File: src/rtl/mem_arb_pkg.sv
`default_nettype none
// ============================================================================
// Module      : mem_arb_pkg
// Description : Shared types, requester ids and address fault check for the
//               instruction/data memory arbiter.
// Revision    : 1.0 - initial release
// ============================================================================
package mem_arb_pkg;

    typedef enum logic [1:0] {
        IDLE   = 2'd0,
        I_BUSY = 2'd1,
        D_BUSY = 2'd2,
        RESP   = 2'd3
    } arb_state_t;

    localparam logic REQ_I = 1'b0;
    localparam logic REQ_D = 1'b1;

    // Out-of-range or not word aligned; the caller widens both operands.
    function automatic logic addr_fault(input logic [63:0] addr, input logic [63:0] limit);
        return (addr >= limit) || (addr[1:0] != 2'b00);
    endfunction

endpackage
`default_nettype wire

File: src/rtl/mem_arb_timer.sv
`default_nettype none
// ============================================================================
// Module      : mem_arb_timer
// Description : Loadable down-counter bounding the wait for a memory ack.
// Revision    : 1.0 - initial release
// ============================================================================
module mem_arb_timer #(
    parameter int TIMEOUT = 15,
    localparam int CNT_W  = $clog2(TIMEOUT + 1)
)(
    input  logic clk,
    input  logic reset_n,
    input  logic load,
    input  logic dec,
    output logic expired
);

    logic [CNT_W-1:0] count;

    always_ff @(posedge clk or posedge reset_n) begin
        if (reset_n) begin
            count <= '0;
        end else if (load) begin
            count <= CNT_W'(TIMEOUT);
        end else if (dec && (count != '0)) begin
            count <= count - CNT_W'(1);
        end
    end

    assign expired = (count == '0);

endmodule
`default_nettype wire

File: src/rtl/mem_arbiter.sv
`default_nettype none
// ============================================================================
// Module      : mem_arbiter
// Description : Round-robin arbiter sharing one memory port between fetch and
//               load/store requesters, with address fault and timeout segv.
// Revision    : 1.0 - initial release
// ============================================================================
module mem_arbiter
    import mem_arb_pkg::*;
#(
    parameter int ADDR_W    = 32,
    parameter int DATA_W    = 32,
    parameter int MEM_BYTES = 65536,
    parameter int TIMEOUT   = 15
)(
    input  logic              clk,
    input  logic              reset_n,
    input  logic              i_req,
    input  logic [ADDR_W-1:0] i_addr,
    output logic [DATA_W-1:0] i_rdata,
    output logic              i_ready,
    output logic              instr_segv,
    output logic              wait_instr,
    input  logic              d_req,
    input  logic              d_we,
    input  logic [ADDR_W-1:0] d_addr,
    input  logic [DATA_W-1:0] d_wdata,
    output logic [DATA_W-1:0] d_rdata,
    output logic              d_ready,
    output logic              data_segv,
    output logic              wait_data,
    output logic              m_req,
    output logic              m_we,
    output logic [ADDR_W-1:0] m_addr,
    output logic [DATA_W-1:0] m_wdata,
    input  logic [DATA_W-1:0] m_rdata,
    input  logic              m_ack
);

    arb_state_t        state, state_next;
    logic              last, last_next;
    logic              owner, owner_next;
    logic              m_req_next, m_we_next;
    logic [ADDR_W-1:0] m_addr_next;
    logic [DATA_W-1:0] m_wdata_next;
    logic [DATA_W-1:0] i_rdata_next, d_rdata_next;
    logic              i_ready_next, d_ready_next;
    logic              instr_segv_next, data_segv_next;

    logic              tmr_load, tmr_dec, tmr_expired;
    logic              grant_d, grant_fault;
    logic [ADDR_W-1:0] grant_addr;

    logic              done;
    logic              done_port;
    logic              done_segv;
    logic [DATA_W-1:0] done_rdata;

    mem_arb_timer #(
        .TIMEOUT (TIMEOUT)
    ) u_timer (
        .clk     (clk),
        .reset_n (reset_n),
        .load    (tmr_load),
        .dec     (tmr_dec),
        .expired (tmr_expired)
    );

    // On a tie the requester not served last wins.
    assign grant_d     = d_req & (~i_req | (last == REQ_I));
    assign grant_addr  = grant_d ? d_addr : i_addr;
    assign grant_fault = addr_fault(64'(grant_addr), 64'(MEM_BYTES));

    assign wait_instr  = i_req & ~i_ready;
    assign wait_data   = d_req & ~d_ready;

    always_ff @(posedge clk or posedge reset_n) begin
        if (reset_n) begin
            state      <= IDLE;
            last       <= REQ_I;
            owner      <= REQ_I;
            m_req      <= 1'b0;
            m_we       <= 1'b0;
            m_addr     <= '0;
            m_wdata    <= '0;
            i_rdata    <= '0;
            d_rdata    <= '0;
            i_ready    <= 1'b0;
            d_ready    <= 1'b0;
            instr_segv <= 1'b0;
            data_segv  <= 1'b0;
        end else begin
            state      <= state_next;
            last       <= last_next;
            owner      <= owner_next;
            m_req      <= m_req_next;
            m_we       <= m_we_next;
            m_addr     <= m_addr_next;
            m_wdata    <= m_wdata_next;
            i_rdata    <= i_rdata_next;
            d_rdata    <= d_rdata_next;
            i_ready    <= i_ready_next;
            d_ready    <= d_ready_next;
            instr_segv <= instr_segv_next;
            data_segv  <= data_segv_next;
        end
    end

    always_comb begin
        state_next      = state;
        last_next       = last;
        owner_next      = owner;
        m_req_next      = m_req;
        m_we_next       = m_we;
        m_addr_next     = m_addr;
        m_wdata_next    = m_wdata;
        i_rdata_next    = i_rdata;
        d_rdata_next    = d_rdata;
        i_ready_next    = 1'b0;
        d_ready_next    = 1'b0;
        instr_segv_next = instr_segv;
        data_segv_next  = data_segv;
        tmr_load        = 1'b0;
        tmr_dec         = 1'b0;
        done            = 1'b0;
        done_port       = owner;
        done_segv       = 1'b0;
        done_rdata      = '0;

        case (state)
            IDLE: begin
                if (i_req || d_req) begin
                    owner_next = grant_d ? REQ_D : REQ_I;
                    if (grant_fault) begin
                        done       = 1'b1;
                        done_port  = grant_d ? REQ_D : REQ_I;
                        done_segv  = 1'b1;
                        state_next = RESP;
                    end else begin
                        m_req_next   = 1'b1;
                        m_we_next    = grant_d & d_we;
                        m_addr_next  = grant_addr;
                        m_wdata_next = grant_d ? d_wdata : '0;
                        tmr_load     = 1'b1;
                        state_next   = grant_d ? D_BUSY : I_BUSY;
                    end
                end
            end
            I_BUSY, D_BUSY: begin
                // An ack in the same cycle as expiry wins over the timeout.
                if (m_ack) begin
                    m_req_next = 1'b0;
                    done       = 1'b1;
                    done_rdata = m_we ? '0 : m_rdata;
                    state_next = RESP;
                end else if (tmr_expired) begin
                    m_req_next = 1'b0;
                    done       = 1'b1;
                    done_segv  = 1'b1;
                    state_next = RESP;
                end else begin
                    tmr_dec = 1'b1;
                end
            end
            RESP: begin
                last_next  = owner;
                state_next = IDLE;
            end
            default: begin
                state_next = IDLE;
            end
        endcase

        if (done) begin
            if (done_port == REQ_D) begin
                d_ready_next   = 1'b1;
                d_rdata_next   = done_rdata;
                data_segv_next = done_segv;
            end else begin
                i_ready_next    = 1'b1;
                i_rdata_next    = done_rdata;
                instr_segv_next = done_segv;
            end
        end
    end

endmodule
`default_nettype wire

File: config.mk
export PLATFORM = sky130hd
export DESIGN_NAME = mem_arbiter
export DESIGN_NICKNAME = d
export VERILOG_FILES = /design/src/rtl/mem_arb_pkg.sv /design/src/rtl/mem_arb_timer.sv /design/src/rtl/mem_arbiter.sv
export SDC_FILE = /design/constraint.sdc
export NUM_CORES = 1
export LEC_CHECK = 0
export CORE_UTILIZATION = 31
export CTS_BUF_LIST = sky130_fd_sc_hd__clkbuf_16
export CTS_CLUSTER_DIAMETER = 120
export DETAILED_ROUTE_END_ITERATION = 6
export GPL_ROUTABILITY_DRIVEN = 0
export SYNTH_ARGS = -nofsm -noshare
export SYNTH_HDL_FRONTEND = slang
export SYNTH_SLANG_ARGS = --single-unit
File: constraint.sdc
create_clock -name clk -period 6.2 [get_ports clk]
set_clock_uncertainty 0.2 [all_clocks]
set_input_delay 1.55 -clock clk [delete_from_list [all_inputs] [get_ports clk]]
set_output_delay 1.55 -clock clk [all_outputs]
set_load 0.02 [all_outputs]
After elaboration in Yosys (flattened, before gate mapping):

Index checks and enable logic that the tools add are counted.

* register bits: 142
* latch bits: 0
* RAM bits: 0
* memory bits (read-only): 0
* input port bits: 134
* logic and storage cells: 88
* memories kept: 0

* add/sub/neg operators: 1
* $mul: 0
* div/mod/pow operators: 0
* magnitude comparators: 1
* eq/ne operators: 6
* shift-type cells: 0
* muxes and demuxes: 39
* bitwise gates (word level): 11
* reduce and logical (&&, ||, !) cells: 16

Operator list (count)
* 32-bit 2-to-1 mux: 5
* 32-bit by 17-bit greater-or-equal comparator with 1-bit output (second input constant): 1
* 1-bit 2-to-1 mux: 23
* 2-bit 2-to-1 mux: 5
* 4-bit 2-to-1 mux: 2
* 2-bit AND reduction: 4
* 1-bit NOT: 6
* 1-bit case mux with 2 select lines: 3
* 2-bit case mux with 3 select lines: 1
* 2-bit nonzero test: 3
* 1-bit bitwise AND: 4
* 2-bit == test (second input constant): 2
* 4-bit zero test: 1
* 2-bit != test (second input constant): 2
* 4-bit AND reduction: 1
* 4-bit nonzero test: 1
* 4-bit by 1-bit subtractor with 4-bit output (second input constant): 1
* 3-bit != test (second input constant): 1
* 3-bit AND reduction: 1
* 2-bit by 1-bit == test with 1-bit output (second input constant): 1
* 2-bit zero test: 1
* 1-bit logical OR: 2
* 2-bit OR reduction: 1
* 1-bit logical AND: 1
* 1-bit OR: 1

Depth between registers and ports, before layout:

* depth in word-level cells: 11
* depth in mapped cells: 9
* depth with buffers taken out: 8

Hierarchy:

A second synthesis with hierarchy kept.

* cells, all modules: 424
* area total of the unflattened synthesis: 5920.7 µm²

By module, submodules not included
* mem_arbiter: times used 1, cells an instance 402, area an instance 5698.0 µm², seq. area each 3453.3 µm²
* mem_arb_timer: times used 1, cells an instance 22, area an instance 222.7 µm², seq. area each 100.1 µm²

Worst setup path after synthesis:

No wires, ideal clock.

* path kind: input -> output
* start: input port d_req
* end: output port wait_data
* arrival time: 1.877 ns
* required time: 4.450 ns
* slack: 2.573 ns
* stages on the path: 1
* cell sequence: nor2b_1

* longest elaborated chain between the ends: 1

RTL lines
* from (decl): line mem_arbiter.sv:24 `input logic d_req,`
* 1-bit bitwise AND: line mem_arbiter.sv:75 `assign wait_data = d_req & ~d_ready;`
* to (decl): line mem_arbiter.sv:31 `output logic wait_data,`

Every way passes these cells.

Worst setup path after layout:

* start: input port i_req
* end: output port wait_instr

* longest elaborated chain between the ends: 1

RTL lines
* from (decl): line mem_arbiter.sv:18 `input logic i_req,`
* 1-bit bitwise AND: line mem_arbiter.sv:74 `assign wait_instr = i_req & ~i_ready;`
* to (decl): line mem_arbiter.sv:23 `output logic wait_instr,`

Every way passes these cells.

==> metrics.yaml <==
final_design_area_no_fill_sq_mm: 0.00957
synth_area_leaders: "dfrtp_1 59%, mux2_4 7.3%, and2_1 5.2%"
syn_inst: 442
min_period_over_period_pct: 76.0
relSlewSlack_pct: 19.8
ys_ff_latch: 142
power_density_mw_per_mm2: 423
worst_hold_path.num_cells: 2
final_util_pct: 50.8
synth_edf_count: 0
leakagePower_nw: 4.38
drcViolationCount: 0
clock.fmax_mhz: 212
yosys.area.top_type: "dfrtp_1"
syn_area_sq_mm: 0.00598
grt_pass1_vias: 4795
async_reset_ff_share_pct: 100
timing.rr.start: "state[0]$_DFFE_PP0P_"
grt_use_met1_pct: 19.9
period_needed_ps: 4710
cts_tree: "done"
switchingPower_w: 0.00133
min_to: "m_addr[11]$_DFFE_PP0P_"
synth_compound_area_share_pct: 8.62
grt-ovfl-total: 0
synth_cell_types: 40
coreArea_sq_mm: 0.0188
dr.pass1.iters: 4
slew_violations: 0
cp_data_required_time_ps: 4450
top_usage_layer: "met2"
syn2layout_area_growth_pct: 60.0
syn_area_per_cell_sq_um: 13.5
finalSetupViolCount: 0
finalSetupTns_ps: 0
synth.most_common_cell: "dfrtp_1"
routed_wl_mm: 15.6
p_comb_share_pct: 40.1
clockRootBuffer: "clkbuf_16"
post_cts_resize_count: 0
grtUsageMet3_pct: 5.54
postRouteAntennaNets: 0
hold_path.startpoint: "m_addr[11]$_DFFE_PP0P_"
nets: 852
die_x_um: 141
synthFlopType: "dfrtp_1"
internal_power_w: 0.00272
rr_worst_depth: 9
clock_latency_ps: 410
place_ws_ps: 1480
power_frac_seq_pct: 32.7
clk_pin_slew_ps: 60
place_inst: 954
synth_warnings: 0
initial_core_util_pct: 31.8
rrSetupSlack_ps: 3360
synth-simple-area-share_pct: 10.7
htreeDepth: 4
r2r_end: "i_rdata[10]$_DFFE_PP0P_"
cts_sinks: 142
clockBufferDepth: 2
avgRoutedWirePerCell_um: 15.8
grt_pass1_wl_mm: 25.3
startpoint_type: "primary input"
crit_type: "primary input to output port"
hold_viol_final: 0
rsz0062_at_grt: "false"
vias: 4450
ios: 270
hpwl_mm: 11.0
ctsHoldBuffers: 0
worstHoldPathType: "flip-flop to flip-flop"
synth-xor-area-share_pct: 0.293
p_clk_share_pct: 27.2
grt_max_degree: 111
arrival_ps: 2960
finalWorstSetupSlack_ps: 1490
outcome: "complete, no violations"
ir_drop_mv: 0.192
switching_share_pct: 32.8
track_usage_pct: 16.6
drv_cap: 0
place_area_sq_mm: 0.00893
met2_usage_pct: 27.6
postCtsSetupBuffers: 0
ys_seq_area_share_pct: 59.4
numCtsBuffers: 17
synth_top_family_by_area: "multiplexers"
worstMarginPinSlew_ps: 1200
vias_per_cell: 4.51
drt-initial-drc-count: 94
diodes: 0
die_h_um: 141
endpoint_kind: "output port"
dieArea_sq_mm: 0.0198
synth_fa_ha_area_share_pct: 1.05
ys_top_cells_by_count: "142 x dfrtp_1, 50 x and2_1, 31 x a22o_1"
syn_nets: 581
fillCellCount: 1618
fp-row-count: 50
antenna_found_initial: 0
port_buffers: 269
worstPathMaxFanout: 5
instances_no_fill: 986
synthMuxAreaShare_pct: 17.1
synth_top_cell_area_share_pct: 59.4
drive_above_1_share_pct: 14.5
==> flip-flops by register name, indices dropped and copies added, names as in the netlist <==
register and cells:
i_ready 1, last 1, state 2, m_req 1, u_timer.count 4, m_addr 32, m_we 1, d_rdata 32
owner 1, instr_segv 1, i_rdata 32, m_wdata 32, data_segv 1, d_ready 1
==> placed cells by master, fill, tap and decap left out, types with 2 or more instances in the layout <==
master / instances
nand2_1: 30
and2_1: 50
inv_1: 10
dfrtp_1: 142
o21ai_0: 20
a22o_1: 31
buf_4: 5
mux2_4: 29
nor4_1: 9
mux2_2: 25
nor3_2: 3
bufinv_16: 4
a311oi_4: 2
nor2b_1: 2
inv_6: 6
mux2i_1: 15
nor3_1: 2
and3_1: 2
nor2_1: 7
clkinv_4: 2
clkbuf_16: 17
ha_1: 5
mux2_1: 14
clkdlybuf4s50_1: 269
nand3_1: 2
a21oi_1: 2
==> cell type report <==
cell class,instances,area [sq um],area share [%]
inverters,10,42.5,0.445
well taps,260,325,3.40
clock inverters,15,209,2.18
clock buffers,17,425,4.45
repair buffers,274,2730,28.5
flip-flops and latches,142,3550,37.1
multi-input cells,268,2280,23.8
==> per-stage QoR <==
| stage | hold WS (ps) | total power [W] |
|---|---|---|
| after global routing | 301 | 0.00428 |
| after global placement | 263 | 0.00295 |
| final | 278 | 0.00405 |
| after detailed placement | 270 | 0.00298 |
| after CTS | 286 | 0.00411 |
| after floorplan | 306 | 0.00230 |
==> worst max-delay path by stage <==
stage,slack (ps),to,start,depth (start not counted)
CTS,1480,wait_data,d_req,3
floorplan,640,d_rdata[0]$_DFFE_PP0P_,reset_n,1
finish,1490,wait_instr,i_req,3
detailed placement,1480,wait_data,d_req,3
global route,1450,wait_data,d_req,3
global placement,1480,wait_instr,i_req,3
==> power by group through the flow <==
stage	Sequential, W	Clock (W)	Combinational, W
5_1_grt	0.00136	0.00118	0.00174
6_report	0.00132	0.00110	0.00162
2_1_floorplan	0.00158	0	0.000720
3_3_place_gp	0.00133	0	0.00162
4_1_cts	0.00133	0.00114	0.00165
3_5_place_dp	0.00134	0	0.00164
==> logic make-up (layout without fill, tap and decap cells) <==
| family | Yosys count | in the layout |
|---|---|---|
| fa+ha+maj | 5 | 5 |
| xor+xnor | 2 | 2 |
| flops | 142 | 142 |
| buf+inv | 32 | 316 |
| simple gates | 115 | 115 |
| mux | 83 | 83 |
| compound gates | 63 | 63 |
==> critical path, stage by stage <==
cell	delay, ps
clkdlybuf4s50_1	650
nor2b_1	170
clkdlybuf4s50_1	600
==> per-layer routing <==
metal | up-vias | share of wire (%)
li1 | 2085 | -
met1 | 2167 | 43
met2 | 183 | 48
met3 | 15 | 7.5
met4 | 0 | 1.8
met5 | - | 0
Power figures use the tool's default switching activity.
